File: src/rtl/pwm_duty_decoder_pkg.sv
// ---------------------------------------------------------------------------
// pwm_duty_decoder_pkg
//
// Shared audio constants for the PWM duty decoder slice: default counter
// width, default synchronizer depth and the measurement FSM state encoding.
// Imported by pwm_sync and pwm_duty_decoder.
// ---------------------------------------------------------------------------
package pwm_duty_decoder_pkg;

  // Default width of the period/high-time counters and measurement outputs.
  localparam int DEFAULT_CNT_WIDTH   = 16;

  // Default number of synchronizer flops on the asynchronous PWM input.
  // Two is the smallest depth that gives metastability settling time.
  localparam int DEFAULT_SYNC_STAGES = 2;

  // Measurement FSM states.
  //   ST_IDLE : waiting to observe a (trusted) low level on the input
  //   ST_ARM  : low level seen, waiting for the first rising edge
  //   ST_HIGH : inside the high phase of a period, counting both counters
  //   ST_LOW  : inside the low phase of a period, counting the period only
  typedef enum logic [1:0] {
    ST_IDLE = 2'd0,
    ST_ARM  = 2'd1,
    ST_HIGH = 2'd2,
    ST_LOW  = 2'd3
  } pwm_state_e;

endpackage : pwm_duty_decoder_pkg

File: src/rtl/pwm_sync.sv
// ---------------------------------------------------------------------------
// pwm_sync
//
// Multi-flop synchronizer for the asynchronous PWM input.
//
// Ports:
//   clk        in   system clock, rising edge
//   rst        in   synchronous active-high reset, clears the chain
//   async_in   in   asynchronous input bit
//   sync_out   out  synchronized level (last flop of the chain)
//   sync_valid out  high once sync_out holds a genuine sample of async_in
//
// After reset every flop holds 0, which is not a real observation of the
// input. A parallel fill chain shifts in ones so the consumer knows when the
// synchronized level can be trusted; without it, an input that is high at
// reset release would look like a 0 -> 1 transition.
// ---------------------------------------------------------------------------
module pwm_sync
  import pwm_duty_decoder_pkg::*;
#(
  parameter int SYNC_STAGES = DEFAULT_SYNC_STAGES  // minimum 2
) (
  input  logic clk,
  input  logic rst,
  input  logic async_in,
  output logic sync_out,
  output logic sync_valid
);

  logic [SYNC_STAGES-1:0] sync_reg;
  logic [SYNC_STAGES-1:0] fill_reg;

  always_ff @(posedge clk) begin
    if (rst) begin
      sync_reg <= '0;
      fill_reg <= '0;
    end else begin
      // Bit 0 is the metastability-catching flop; the sample moves towards
      // the MSB one stage per cycle.
      sync_reg <= {sync_reg[SYNC_STAGES-2:0], async_in};
      fill_reg <= {fill_reg[SYNC_STAGES-2:0], 1'b1};
    end
  end

  assign sync_out   = sync_reg[SYNC_STAGES-1];
  assign sync_valid = fill_reg[SYNC_STAGES-1];

endmodule : pwm_sync

File: src/rtl/pwm_duty_decoder.sv
// ---------------------------------------------------------------------------
// pwm_duty_decoder
//
// Measures the period and high time of an asynchronous PWM bitstream in
// clk cycles, from one rising edge to the next, and presents each completed
// measurement through a one-entry valid/ready output register.
//
// Ports:
//   clk          in   system clock, rising edge
//   rst          in   synchronous active-high reset
//   pwm_in       in   asynchronous PWM bitstream
//   meas_period  out  cycles between two consecutive rising edges
//   meas_high    out  cycles high within that period
//   meas_valid   out  a measurement is held on meas_period/meas_high
//   meas_ready   in   consumer accepts when meas_valid && meas_ready
//   overrun      out  sticky: a completed measurement was dropped
//   timeout      out  one-cycle pulse: counter saturated without an edge
//
// Pipeline: pwm_in -> SYNC_STAGES synchronizer flops -> history flop. An
// edge is therefore acted upon SYNC_STAGES+1 cycles after pwm_in changes.
// Every edge is delayed by the same amount, so measured intervals are exact.
// ---------------------------------------------------------------------------
module pwm_duty_decoder
  import pwm_duty_decoder_pkg::*;
#(
  parameter int CNT_WIDTH   = DEFAULT_CNT_WIDTH,
  parameter int SYNC_STAGES = DEFAULT_SYNC_STAGES
) (
  input  logic                 clk,
  input  logic                 rst,
  input  logic                 pwm_in,
  output logic [CNT_WIDTH-1:0] meas_period,
  output logic [CNT_WIDTH-1:0] meas_high,
  output logic                 meas_valid,
  input  logic                 meas_ready,
  output logic                 overrun,
  output logic                 timeout
);

  localparam logic [CNT_WIDTH-1:0] CNT_MAX  = '1;
  localparam logic [CNT_WIDTH-1:0] CNT_ONE  = {{(CNT_WIDTH-1){1'b0}}, 1'b1};
  localparam logic [CNT_WIDTH-1:0] CNT_ZERO = '0;

  // -------------------------------------------------------------------------
  // Synchronizer and edge detection
  // -------------------------------------------------------------------------
  logic sync_level;
  logic sync_valid;
  logic hist_reg;
  logic rise_det;
  logic fall_det;

  pwm_sync #(
    .SYNC_STAGES (SYNC_STAGES)
  ) u_pwm_sync (
    .clk        (clk),
    .rst        (rst),
    .async_in   (pwm_in),
    .sync_out   (sync_level),
    .sync_valid (sync_valid)
  );

  always_ff @(posedge clk) begin
    if (rst) begin
      hist_reg <= 1'b0;
    end else begin
      hist_reg <= sync_level;
    end
  end

  assign rise_det =  sync_level & ~hist_reg;
  assign fall_det = ~sync_level &  hist_reg;

  // -------------------------------------------------------------------------
  // Measurement FSM and counters
  // -------------------------------------------------------------------------
  pwm_state_e           state_reg;
  pwm_state_e           state_next;
  logic [CNT_WIDTH-1:0] period_cnt_reg;
  logic [CNT_WIDTH-1:0] period_cnt_next;
  logic [CNT_WIDTH-1:0] high_cnt_reg;
  logic [CNT_WIDTH-1:0] high_cnt_next;
  logic                 timeout_next;
  logic                 capture;

  always_ff @(posedge clk) begin
    if (rst) begin
      state_reg      <= ST_IDLE;
      period_cnt_reg <= CNT_ZERO;
      high_cnt_reg   <= CNT_ZERO;
    end else begin
      state_reg      <= state_next;
      period_cnt_reg <= period_cnt_next;
      high_cnt_reg   <= high_cnt_next;
    end
  end

  always_comb begin
    state_next      = state_reg;
    period_cnt_next = period_cnt_reg;
    high_cnt_next   = high_cnt_reg;
    timeout_next    = 1'b0;
    capture         = 1'b0;

    unique case (state_reg)
      ST_IDLE: begin
        period_cnt_next = CNT_ZERO;
        high_cnt_next   = CNT_ZERO;
        // Only a genuinely sampled low level arms the decoder, so an input
        // that is high coming out of reset cannot fake a rising edge.
        if (sync_valid && !sync_level) begin
          state_next = ST_ARM;
        end
      end

      ST_ARM: begin
        // First rising edge only starts a period; nothing to capture yet.
        if (rise_det) begin
          state_next      = ST_HIGH;
          period_cnt_next = CNT_ONE;
          high_cnt_next   = CNT_ONE;
        end
      end

      ST_HIGH: begin
        // Saturation check wins over edges: the counters could not have
        // represented the interval, so the measurement is abandoned.
        if (period_cnt_reg == CNT_MAX) begin
          timeout_next = 1'b1;
          state_next   = ST_IDLE;
        end else begin
          period_cnt_next = period_cnt_reg + CNT_ONE;
          if (fall_det) begin
            state_next = ST_LOW;
          end else begin
            high_cnt_next = high_cnt_reg + CNT_ONE;
          end
        end
      end

      ST_LOW: begin
        if (period_cnt_reg == CNT_MAX) begin
          timeout_next = 1'b1;
          state_next   = ST_IDLE;
        end else if (rise_det) begin
          // The rising edge closes this period and opens the next one, so
          // the edge cycle itself is the first cycle of the new period.
          capture         = 1'b1;
          state_next      = ST_HIGH;
          period_cnt_next = CNT_ONE;
          high_cnt_next   = CNT_ONE;
        end else begin
          period_cnt_next = period_cnt_reg + CNT_ONE;
        end
      end

      default: begin
        state_next      = ST_IDLE;
        period_cnt_next = CNT_ZERO;
        high_cnt_next   = CNT_ZERO;
      end
    endcase
  end

  // -------------------------------------------------------------------------
  // One-entry output register with valid/ready handshake
  // -------------------------------------------------------------------------
  logic [CNT_WIDTH-1:0] meas_period_reg;
  logic [CNT_WIDTH-1:0] meas_high_reg;
  logic                 meas_valid_reg;
  logic                 overrun_reg;
  logic                 timeout_reg;
  logic                 slot_free;

  // The slot can take a new capture when empty, or when the held entry is
  // being accepted this very cycle (back-to-back without a valid gap).
  assign slot_free = !meas_valid_reg || meas_ready;

  always_ff @(posedge clk) begin
    if (rst) begin
      meas_period_reg <= CNT_ZERO;
      meas_high_reg   <= CNT_ZERO;
      meas_valid_reg  <= 1'b0;
      overrun_reg     <= 1'b0;
      timeout_reg     <= 1'b0;
    end else begin
      timeout_reg <= timeout_next;
      if (capture) begin
        if (slot_free) begin
          meas_period_reg <= period_cnt_reg;
          meas_high_reg   <= high_cnt_reg;
          meas_valid_reg  <= 1'b1;
        end else begin
          // Held entry not yet consumed: keep it, drop the new one.
          overrun_reg <= 1'b1;
        end
      end else if (meas_valid_reg && meas_ready) begin
        meas_valid_reg <= 1'b0;
      end
    end
  end

  assign meas_period = meas_period_reg;
  assign meas_high   = meas_high_reg;
  assign meas_valid  = meas_valid_reg;
  assign overrun     = overrun_reg;
  assign timeout     = timeout_reg;

endmodule : pwm_duty_decoder

File: config.mk
export PLATFORM = sky130hd
export DESIGN_NAME = pwm_duty_decoder
export DESIGN_NICKNAME = d
export VERILOG_FILES = /design/src/rtl/pwm_duty_decoder_pkg.sv /design/src/rtl/pwm_sync.sv /design/src/rtl/pwm_duty_decoder.sv
export SDC_FILE = /design/constraint.sdc
export NUM_CORES = 1
export LEC_CHECK = 0
export BUFFER_PORTS_ARGS = -buffer_cell sky130_fd_sc_hd__buf_2
export CORE_ASPECT_RATIO = 1.25
export CORE_UTILIZATION = 35
export CTS_CLUSTER_SIZE = 30
export DETAILED_ROUTE_END_ITERATION = 10
export PLACE_DENSITY = 0.49
export SLEW_MARGIN = 20
export SYNTH_ARGS = -nofsm -noshare
export SYNTH_HDL_FRONTEND = slang
export SYNTH_SLANG_ARGS = --single-unit
File: constraint.sdc
create_clock -name clk -period 2.75 [get_ports clk]
set_input_delay 0.275 -clock clk [delete_from_list [all_inputs] [get_ports clk]]
set_output_delay 0.275 -clock clk [all_outputs]
set_load 0.05 [all_outputs]
==> results.yml <==
job:
  max-cap-violations: 0
synthesis:
  synth_ff_type: "dfxtp_1"
  synth_area_um2: 3130
  yosys.area.top_type_share: 0.473
  syn_inst: 375
  synthAdderAreaFrac: 0.00798
  muxShareOfSynthArea: 0.00639
  ys_top_cells_by_area: "dfxtp_1, nand2_1, a21oi_1, xor2_1, nor2_1"
  yosysWarnings: 0
  syn-num-nets: 381
  synthArstFlopShare: 0
  avgSynthCellArea_um2: 8.36
  ys_seq_area_frac: 0.473
  synth_compound_area_frac: 0.169
  synth_top_family_by_area: "simple AND/OR/NAND/NOR gates"
  synth.largest_area_cell: "dfxtp_1"
  synthSimpleGateAreaFrac: 0.223
  synth-edff-count: 0
  synth_xor_area_frac: 0.0754
  yosysUniqueCellTypes: 40
  ys_seq_elements: 74
timing:
  slew_headroom: 0.605
  worst_pin_slew_ns: 0.592
  clock_skew_ns: 0.00949
  fin_tns_setup_ns: 0
  max_freq_mhz: 458
  setup_slack_ns: 0.565
  setup_viol: 0
  slew_viol_final: 0
  finalCriticalPeriod_ns: 2.18
  post-route-period-util: 0.795
  finalHoldViolations: 0
  rsz0062_at_grt: "no"
placed_design:
  place_inst: 519
  dpl.hpwl_um: 4460
  place_ws_ns: 0.560
  io_buffers: 38
  place_congestion: 0.823
cts:
  cts_tree: "built"
  post_cts_buffers: 0
  cts_hold_buf: 0
  cts_resized: 0
  clk_pin_slew_ns: 0.08
  root_buffer: "clkbuf_8"
  clock_sinks: 74
  htreeDepth: 3
  insertion_delay_ns: 0.36
  cts-buffers-inserted: 9
  clk_path_buf_depth: 2
pwr:
  vdd_drop_max_uv: 284
  internal_power_w: 0.00181
  power_density_nw_per_um2: 605
  p_leak_nw: 1.34
  netSwitchingFraction: 0.195
  seqPwrFrac: 0.482
  pwr-share-clk: 0.496
  p_comb_frac: 0.022
  power.switching_w: 0.000438
critical_path:
  r2r-end: "period_cnt_reg[13]$_SDFFE_PP0P_"
  r2r_setup_slack_ns: 0.57
  cp-start-kind: "flip-flop"
  r2r_start: "period_cnt_reg[0]$_SDFFE_PP0P_"
  worstRegToRegCells: 7
  critical_path_class: "flip-flop to flip-flop"
  cp.arrival_ns: 2.48
  cp_data_required_time_ns: 3.04
  crit_path_max_fanout: 16
  cp-end-kind: "flip-flop"
route:
  wl_per_cell_um: 12.5
  wl_um: 6690
  drtAntennaViolNets: 0
  num_vias: 2576
  drc_errors: 0
  first_pass_iters: 4
  drtIter0Drc: 89
  drt-vias-per-instance: 4.81
run_status:
  outcome: "finished clean"
hold_path:
  hold_path_class: "input pin to flip-flop"
  hold_start: "pwm_in"
  hold_depth: 2
  holdPathEnd: "u_pwm_sync.sync_reg[0]$_SDFF_PP0_"
final_layout:
  area_growth_pct: 18.6
  diodes: 0
  drive_gt1_frac: 0.171
  fill_cells: 911
  layout.nets: 416
  stdcell_count: 535
global_routing:
  antenna_found_initial: 0
  grt_pass1_vias: 2364
  grt_max_degree: 44
  grt_pass1_wl_um: 11600
  grt_remaining_overflow: 0
  grtUsageTotal: 0.162
die:
  fp.coreArea_um2: 8700
  num_rows: 38
  dieArea_um2: 9340
  die_x_um: 86.6
  io_pins: 39
  die-height_um: 108
  start_util: 0.360
[metrics by stage]
stage	area [µm²]	util	hold WS [ns]	power, W
2_1_floorplan	3130	-	0.403	0.00114
3_3_place_gp	3450	0.397	0.419	0.00116
3_5_place_dp	3450	0.397	0.428	0.00116
4_1_cts	3720	0.427	0.106	0.00228
5_1_grt	3720	0.427	0.139	0.00234
6_report	3720	0.427	0.121	0.00225
[logic make-up after synthesis]
| family | after synthesis |
|---|---|
| muxes | 2 |
| buffers and inverters | 31 |
| and+or+nand+nor | 155 |
| AOI/OAI and AO/OA | 84 |
| adders and majority gates | 2 |
| DFF | 74 |
| xor gates and xnor gates | 27 |
[worst max-delay path by stage]
stage          depth (start not counted)                      startpoint                               to  slack, ns
6_report                               7  period_cnt_reg[0]$_SDFFE_PP0P_  period_cnt_reg[13]$_SDFFE_PP0P_       0.57
5_1_grt                                7  period_cnt_reg[0]$_SDFFE_PP0P_  period_cnt_reg[13]$_SDFFE_PP0P_       0.27
4_1_cts                                7  period_cnt_reg[0]$_SDFFE_PP0P_  period_cnt_reg[13]$_SDFFE_PP0P_       0.52
3_5_place_dp                           7  period_cnt_reg[0]$_SDFFE_PP0P_  period_cnt_reg[13]$_SDFFE_PP0P_       0.56
3_3_place_gp                           7  period_cnt_reg[0]$_SDFFE_PP0P_  period_cnt_reg[13]$_SDFFE_PP0P_       0.71
2_1_floorplan                          8  period_cnt_reg[0]$_SDFFE_PP0P_     high_cnt_reg[9]$_SDFFE_PP0P_       0.80
[cells in the mapped netlist, drive strengths merged (7+ instances only)]
| cell type | count |
|---|---|
| nand2 | 75 |
| dfxtp | 74 |
| a21oi | 42 |
| nor2 | 35 |
| xor2 | 22 |
| buf | 13 |
| clkbuf | 12 |
| o211ai | 12 |
| o21ai | 10 |
| nand3 | 9 |
| nand4 | 7 |
| o2111ai | 7 |
[worst max-delay path, stage by stage, from the launching register on]
cell     delay, ns
dfxtp_1       0.41
ha_1          0.26
nand2_1       0.11
nor4_1        0.45
nand3_1       0.20
a211o_1       0.35
buf_4         0.21
a21oi_1       0.13
[routing by layer]
| layer | share of wire | wire length (µm) | track usage | vias up |
|---|---|---|---|---|
| met3 | 0.033 | 221 | 0.0483 | 9 |
| li1 | - | - | - | 1351 |
| met5 | 0 | 0 | 0 | - |
| met2 | 0.44 | 2920 | 0.242 | 34 |
| met4 | 0.017 | 115 | 0.0679 | 0 |
| met1 | 0.51 | 3430 | 0.215 | 1182 |
[power by group through the flow]
| stage | Combinational [W] | Sequential [W] | Clock, W |
|---|---|---|---|
| after floorplan | 0.0000392 | 0.00111 | 0 |
| after global placement | 0.0000505 | 0.00111 | 0 |
| after detailed placement | 0.0000507 | 0.00111 | 0 |
| after CTS | 0.0000509 | 0.00108 | 0.00115 |
| after global routing | 0.0000565 | 0.00109 | 0.00119 |
| final | 0.0000497 | 0.00108 | 0.00112 |
[cell usage in the layout (no fill, tap or decap), types with 3 or more instances in the layout]
cell type	n
clkbuf_8	10
inv_1	6
nor2_1	34
nand3_1	9
nand2b_1	3
bufinv_16	4
o211ai_1	12
xor2_1	22
o21ai_0	7
buf_4	10
a21oi_1	42
nand4_1	7
and3_1	6
nand2_1	74
o2111ai_1	7
a211oi_1	3
buf_2	38
xnor2_1	5
nor2b_1	6
dfxtp_1	74
o21ai_1	3
[cell type report]
class                           instances  area (µm²)  share of cell area
Clock inverter                          5         125              0.0337
Timing Repair Buffer                   49         285              0.0767
Tap cell                              120         150              0.0404
Inverter                                6        22.5             0.00606
Clock buffer                           11         141              0.0380
Multi-Input combinational cell        270        1510               0.407
Sequential cell                        74        1480               0.399
Power figures use the tool's default switching activity.
